==> src/rtl/tone_dsm.sv <==
// Single-voice tone source: runtime-tuned phase-accumulator NCO with amplitude
// scaling and zero-crossing note release, feeding a first-order delta-sigma 1-bit output.
module tone_dsm #(
    parameter int ACC_W  = 24,
    parameter int LUT_AW = 8,
    parameter int PCM_W  = 8,
    parameter int AMP_W  = 8,
    parameter int DIV    = 16
) (
    input  logic             clk,
    input  logic             rst_n,
    input  logic             cmd_valid,
    output logic             cmd_ready,
    input  logic [ACC_W-1:0] cmd_freq,
    input  logic [AMP_W-1:0] cmd_amp,
    input  logic             cmd_gate,
    output logic             sample_tick,
    output logic             active,
    output logic [PCM_W-1:0] pcm,
    output logic             y
);
    localparam int               CNT_W  = $clog2(DIV);
    localparam int               QN     = 2 ** (LUT_AW - 2);
    localparam int               PROD_W = PCM_W + AMP_W + 1;
    localparam logic [PCM_W-1:0] MID    = {1'b1, {(PCM_W-1){1'b0}}};
    localparam logic [PCM_W-2:0] PEAK   = '1;
    localparam real              PI     = 3.14159265358979323846;

    typedef enum logic [1:0] {S_IDLE, S_PLAYING, S_RELEASING} state_e;

    function automatic logic [PCM_W-2:0] quarter_sine(input int k);
        real v;
        v = real'(PEAK) * $sin(2.0 * PI * real'(k) / real'(2 ** LUT_AW));
        return (PCM_W-1)'($rtoi(v + 0.5));
    endfunction

    // First quadrant only; the other three are folded onto it below.
    logic [PCM_W-2:0] qtab [QN];
    for (genvar k = 0; k < QN; k++) begin : g_qtab
        localparam logic [PCM_W-2:0] ENTRY = quarter_sine(k);
        assign qtab[k] = ENTRY;
    end

    logic [CNT_W-1:0] tick_cnt_q, tick_cnt_d;
    logic             pending_q, pending_d;
    logic [ACC_W-1:0] pend_freq_q, pend_freq_d;
    logic [AMP_W-1:0] pend_amp_q, pend_amp_d;
    logic             pend_gate_q, pend_gate_d;
    logic [ACC_W-1:0] freq_q, freq_d;
    logic [AMP_W-1:0] amp_q, amp_d;
    state_e           state_q, state_d;
    logic [ACC_W-1:0] phase_q, phase_d;
    logic [PCM_W-1:0] pcm_q, pcm_d;
    logic [PCM_W:0]   acc_q, acc_d;

    logic [ACC_W:0]           phase_sum;
    logic [LUT_AW-1:0]        lut_idx;
    logic [LUT_AW-3:0]        lut_k, lut_k_mir;
    logic [PCM_W-2:0]         sine_mag;
    logic signed [PCM_W-1:0]  sine_val;
    logic signed [PROD_W-1:0] prod;

    assign sample_tick = (tick_cnt_q == CNT_W'(DIV - 1));
    assign cmd_ready   = !pending_q;
    assign active      = (state_q != S_IDLE);
    assign pcm         = pcm_q;
    assign y           = acc_q[PCM_W];

    // NOTE: every signal written in an always_comb gets a default first, so no path can hold a stale value and infer a latch.
    always_comb begin
        tick_cnt_d  = sample_tick ? '0 : tick_cnt_q + CNT_W'(1);
        pending_d   = pending_q;
        pend_freq_d = pend_freq_q;
        pend_amp_d  = pend_amp_q;
        pend_gate_d = pend_gate_q;
        if (cmd_valid && !pending_q) begin
            pending_d   = 1'b1;
            pend_freq_d = cmd_freq;
            pend_amp_d  = cmd_amp;
            pend_gate_d = cmd_gate;
        end else if (sample_tick && pending_q) begin
            pending_d = 1'b0;
        end
    end

    always_comb begin
        freq_d    = freq_q;
        amp_d     = amp_q;
        state_d   = state_q;
        phase_d   = phase_q;
        phase_sum = {1'b0, phase_q} + {1'b0, freq_q};
        if (sample_tick && pending_q) begin
            freq_d = pend_freq_q;
            amp_d  = pend_amp_q;
            if (pend_gate_q) begin
                state_d = S_PLAYING;
                if (state_q == S_IDLE) phase_d = '0;
            end else if (state_q != S_IDLE) begin
                if (pend_freq_q == '0) begin
                    state_d = S_IDLE;
                    phase_d = '0;
                end else begin
                    state_d = S_RELEASING;
                end
            end
        end else if (sample_tick) begin
            unique case (state_q)
                S_PLAYING: phase_d = phase_sum[ACC_W-1:0];
                S_RELEASING: begin
                    // Carry out of the accumulator marks a zero crossing: stop there.
                    if (phase_sum[ACC_W] || freq_q == '0) begin
                        state_d = S_IDLE;
                        phase_d = '0;
                    end else begin
                        phase_d = phase_sum[ACC_W-1:0];
                    end
                end
                default: ;
            endcase
        end
    end

    always_comb begin
        lut_idx   = phase_q[ACC_W-1 -: LUT_AW];
        lut_k     = lut_idx[LUT_AW-3:0];
        lut_k_mir = '0 - lut_k;
        sine_mag  = qtab[lut_k];
        if (lut_idx[LUT_AW-2]) sine_mag = (lut_k == '0) ? PEAK : qtab[lut_k_mir];
        sine_val  = lut_idx[LUT_AW-1] ? -$signed({1'b0, sine_mag}) : $signed({1'b0, sine_mag});
        prod      = PROD_W'(sine_val) * PROD_W'($signed({1'b0, amp_q}));
        pcm_d     = (state_q == S_IDLE) ? MID : MID + PCM_W'(prod >>> AMP_W);
        acc_d     = {1'b0, acc_q[PCM_W-1:0]} + {1'b0, pcm_q};
    end

    // NOTE: state registers use non-blocking assignments so every flop samples pre-edge values regardless of statement order.
    always_ff @(posedge clk) begin
        if (!rst_n) begin
            // NOTE: the sine table is constant logic, not storage, so only real flops appear in this reset branch.
            tick_cnt_q  <= '0;
            pending_q   <= 1'b0;
            pend_freq_q <= '0;
            pend_amp_q  <= '0;
            pend_gate_q <= 1'b0;
            freq_q      <= '0;
            amp_q       <= '0;
            state_q     <= S_IDLE;
            phase_q     <= '0;
            pcm_q       <= MID;
            acc_q       <= '0;
        end else begin
            tick_cnt_q  <= tick_cnt_d;
            pending_q   <= pending_d;
            pend_freq_q <= pend_freq_d;
            pend_amp_q  <= pend_amp_d;
            pend_gate_q <= pend_gate_d;
            freq_q      <= freq_d;
            amp_q       <= amp_d;
            state_q     <= state_d;
            phase_q     <= phase_d;
            pcm_q       <= pcm_d;
            acc_q       <= acc_d;
        end
    end
endmodule
==> config.mk <==
export PLATFORM = sky130hd
export DESIGN_NAME = tone_dsm
export DESIGN_NICKNAME = d
export VERILOG_FILES = /design/src/rtl/tone_dsm.sv
export SDC_FILE = /design/constraint.sdc
export NUM_CORES = 1
export LEC_CHECK = 0
export CAP_MARGIN = 10
export CORE_MARGIN = 3
export CORE_UTILIZATION = 50
export CTS_BUF_LIST = sky130_fd_sc_hd__clkbuf_4 sky130_fd_sc_hd__clkbuf_8
export DETAILED_ROUTE_END_ITERATION = 7
export GPL_ROUTABILITY_DRIVEN = 0
export PLACE_DENSITY_LB_ADDON = 0.2
export SKIP_LAST_GASP = 1
export SLEW_MARGIN = 0
export SYNTH_ARGS = -nofsm -noshare
export SYNTH_HDL_FRONTEND = slang
export SYNTH_SLANG_ARGS = --single-unit
==> constraint.sdc <==
create_clock -name clk -period 10.6 [get_ports clk]
set_clock_uncertainty 0.05 [all_clocks]
set_input_delay 2.12 -clock clk [delete_from_list [all_inputs] [get_ports clk]]
set_output_delay 2.12 -clock clk [all_outputs]
set_load 0.05 [all_outputs]
==> results of run 1 <==
## worst min-delay path by stage
stage                               startpoint                       end  slack [ns]  cells after the start
global route        pend_amp_q[4]$_SDFFE_PN0P_     amp_q[4]$_SDFFE_PN0P_        0.43                      2
CTS                 pend_amp_q[4]$_SDFFE_PN0P_     amp_q[4]$_SDFFE_PN0P_        0.42                      2
floorplan             tick_cnt_q[0]$_SDFF_PP0_  tick_cnt_q[0]$_SDFF_PP0_        0.38                      1
detailed placement    tick_cnt_q[0]$_SDFF_PP0_  tick_cnt_q[0]$_SDFF_PP0_        0.41                      1
finish              pend_amp_q[4]$_SDFFE_PN0P_     amp_q[4]$_SDFFE_PN0P_        0.42                      2
global placement      tick_cnt_q[0]$_SDFF_PP0_  tick_cnt_q[0]$_SDFF_PP0_        0.39                      1
## registers in the layout, indices dropped and copies added (netlist names), 4 cells and up
signal	cells
acc_q	9
pend_freq_q	24
phase_q	24
tick_cnt_q	4
pcm	8
freq_q	24
amp_q	8
pend_amp_q	8
## area by class of cell
type                       count  area share [%]
clock inverter                 9            1.05
tap                          229            2.81
sequential                   113            22.1
timing repair buffer          56            5.22
clock buffer                  23            2.85
inverter                      85            3.12
multi-input combinational    899            62.8
## placed cells by master, fill, tap and decap left out, types with 28 or more instances in the layout
master           instances
ha_1                    80
o21ai_0                 34
inv_1                   81
clkdlybuf4s50_1         46
a21oi_1                 48
xnor2_1                 29
nor2_1                  48
and2_1                  38
dfxtp_1                113
fa_1                    37
nor2b_1                 28
a21boi_0                85
nand3_1                 33
nand2_1                202
## stage by stage
stage / hold slack, ns / std cells / util (%) / worst slack (ns) / instance area [um^2]
6_report: 0.419 / 1414 / 56.7 / 1.38 / 10200
3_5_place_dp: 0.407 / 1382 / 54.4 / 1.53 / 9810
4_1_cts: 0.420 / 1414 / 56.7 / 1.51 / 10200
5_1_grt: 0.435 / 1414 / 56.7 / 0.499 / 10200
3_3_place_gp: 0.394 / 1382 / 54.4 / 1.82 / 9810
2_1_floorplan: 0.380 / 1157 / - / 2.95 / 9230
## power groups by stage
stage	combinational (uW)	sequential [uW]	clock [uW]
after floorplan	26.5	448	0
after global placement	47.0	449	0
after detailed placement	47.3	450	0
after CTS	47.4	440	414
after global routing	52.0	441	433
final	46.9	440	403
## cells in the mapped netlist, types with 7 or more instances
| cell type | n |
|---|---|
| nand2_1 | 202 |
| nand3_1 | 33 |
| nor4_1 | 15 |
| and2_1 | 38 |
| inv_1 | 81 |
| dfxtp_1 | 113 |
| nor3_1 | 21 |
| fa_1 | 37 |
| xnor2_1 | 29 |
| o21bai_1 | 11 |
| a31oi_1 | 13 |
| and3_1 | 9 |
| buf_2 | 8 |
| nor2b_1 | 29 |
| o21ai_0 | 34 |
| a21oi_1 | 48 |
| nand2b_1 | 13 |
| o31ai_1 | 8 |
| a21o_1 | 20 |
| ha_1 | 80 |
| nor2_1 | 49 |
| a211o_1 | 7 |
| xor2_1 | 14 |
| a211oi_1 | 8 |
| a21boi_0 | 85 |
| clkbuf_1 | 47 |
## per-layer routing
metal  global-route usage, %  vias to the layer above  wire (um)
met5                       0                        -          0
met3                    3.37                       28       1130
met2                    36.3                      233      10300
li1                        -                     4034          -
met4                    6.41                        0        384
met1                    31.0                     3840      10500
## logic make-up (layout without fill, tap and decap cells)
logic type      Yosys count  after routing  share of synthesized area (%)
flops                   113            113                           24.5
buf+inv                 145            173                           6.01
fa+ha+maj               117            117                           18.9
simple gates            440            440                           22.9
mux                       9              9                           1.15
xor+xnor                 45             45                           4.44
compound gates          288            288                           22.1
## worst max-delay path, delay by kind of cell, from the launching register on
family | cells | cell delay, ns
xor gates and xnor gates | 1 | 0.31
and+or+nand+nor | 5 | 1.09
AOI/OAI and AO/OA | 10 | 2.05
adders and majority gates | 8 | 3.57
DFF | 1 | 0.93
muxes | 1 | 0.11
buffers and inverters | 5 | 1.05
==> metrics.md, run 1 <==
| Metric | Value |
|---|---|
| Cell-internal power | approximately 700 uW |
| Final HPWL DP | between 15 and 20 mm |
| Min Clock Period, post-route | between 9 and 10 ns |
| Max-Slew Margin vs Limit | approximately a quarter |
| Avg Cell Area, Syn | 7.97 um^2 |
| Max-cap violations | 0 |
| Slowest cell on the critical path | dfxtp_1 |
| First-pass GRT wire length | around 37 mm |
| Worst setup path endpoint | pcm[7]$_SDFF_PP1_ |
| Sw Pwr | roughly 200 uW |
| Register-to-register setup slack | roughly 1.4 ns |
| Die height | 142 um |
| Post-Syn Nets | 1310 |
| Fin Setup TNS | 0 ns |
| Power share of the combinational group | under 10% |
| Cells after Synth | ~1200 |
| Top_reg_cell synth | dfxtp_1 |
| Sw frac | a little under a quarter |
| Die width | approximately 140 um |
| Synth top area share | roughly 25% |
| RSZ-0062 raised after global routing | false |
| Required time of the critical path | 10.91 ns |
| Post-synthesis cell type count | between 70 and 80 |
| Status | finished clean |
| Maximum VDD drop | just under 0.0001 V |
| DR iter-0 viols | slightly below 700 |
| Worst R2R Path Depth | 30 |
| Clock Path Buffers | 2 |
| Area delta synth->final | 10.7% |
| Nets | roughly 1300 |
| DR vias/cell | 5.75 |
| Core ar. | 0.0180 mm^2 |
| Worst r2r src | phase_q[17]$_SDFFE_PN0P_ |
| Count of warnings emitted by yosys | 0 |
| Num CTS Buffers | 17 |
| Row cnt | 49 |
| Port Buffers | 47 |
| Fillcell total | between 1500 and 2000 |
| Area of the multi-input gates | 0.00641 mm^2 |
| Final setup vio count | 0 |
| Post-Syn Area | approximately 0.0092 mm^2 |
| Antenna cells | 0 |
| Final Hold Vio Count | 0 |
| Hold-fix buffers, CTS | 0 |
| Leading area contributor after synthesis | dfxtp_1 |
| Reg-to-Reg End | pcm[7]$_SDFF_PP1_ |
| CTS tree | yes |
| Final WL | approximately 22 mm |
| Vias in the first global route | 7581 |
| CTS resizes | 0 |
| Starting density of the core | ~51% |
| Total track usage | between 20% and 30% |
| Worst Setup Path Type | flip-flop to flip-flop |
| Antenna violations before repair | 0 |
| Number of flops mapped to enable cells by yosys | 0 |
| Ranking of synthesized cells by area | dfxtp_1 25%, ha_1 11%, nand2_1 8.2% |
| CP Launch Type | flip-flop |
| Die area | around 0.02 mm^2 |
| Initial DRT Pass Iterations | 6 |
| Clock transition at the registers of the reported paths | 0.07 ns |
| Worst Path Arrival | ~9.5 ns |
| ANT nets after route | 0 |
| Sequential cell area | approximately 0.0023 mm^2 |
| Clk network pwr share | between 40% and 50% |
| Pin count of the biggest net entering global routing | approximately 110 |
| H-tree levels | 4 |
| Sequential share of the synthesized area | 24.5% |
| Routed len/inst | ~16 um |
| Sequential share of power | 49.4% |
| Number of I/O pins | 48 |
| # DRC | 0 |
| Peak Freq | 0.108 GHz |
| Tot Pwr | around 900 uW |
| Power per cell area | 87.2 mW/mm^2 |
| Asr flop ratio synth | 0% |
| Grt ovf | 0 |
| Lkg Pwr | 0.00434 uW |
| Critical Path Max Stage Delay | a little over 0.9 ns |
| Slew Limit Fails | 0 |
| Worst-path maximum fanout | 27 |
| Post-CTS Setup Bufs | 0 |
| Fraction of layout cells with a size suffix above 1 | approximately 5.5% |
| Clk sinks | between 100 and 150 |
| Clock latency at the later pin of the worst-skew pair | 0.42 ns |
| #FFs+latches synth | 113 |
| Routed via count | between 8000 and 9000 |
| CP startpoint | phase_q[17]$_SDFFE_PN0P_ |
| Min-Delay Path Class | flip-flop to flip-flop |
| Clock Tree Root | clkbuf_8 |
| Worst Max-Slew Pin Slew | about 1.1 ns |
| Tcrit/Tclk final | roughly 87% |
| CP Capture Type | flip-flop |
(Power assumes the default switching activity.)
==> run 2: changes to the inputs <==
--- a/config.mk
+++ b/config.mk
@@ -17,3 +17,4 @@
 export SYNTH_ARGS = -nofsm -noshare
 export SYNTH_HDL_FRONTEND = slang
 export SYNTH_SLANG_ARGS = --single-unit
+export TNS_END_PERCENT = 10
==> constraint.sdc (replaced) <==
create_clock -name clk -period 10.6 [get_ports clk]
set_clock_uncertainty 0.05 [all_clocks]
set_input_delay 1.59 -clock clk [delete_from_list [all_inputs] [get_ports clk]]
set_output_delay 1.59 -clock clk [all_outputs]
set_load 0.05 [all_outputs]
==> results of run 2 <==
Same layout as run 1: the final DEF is identical, and so are final timing and power.
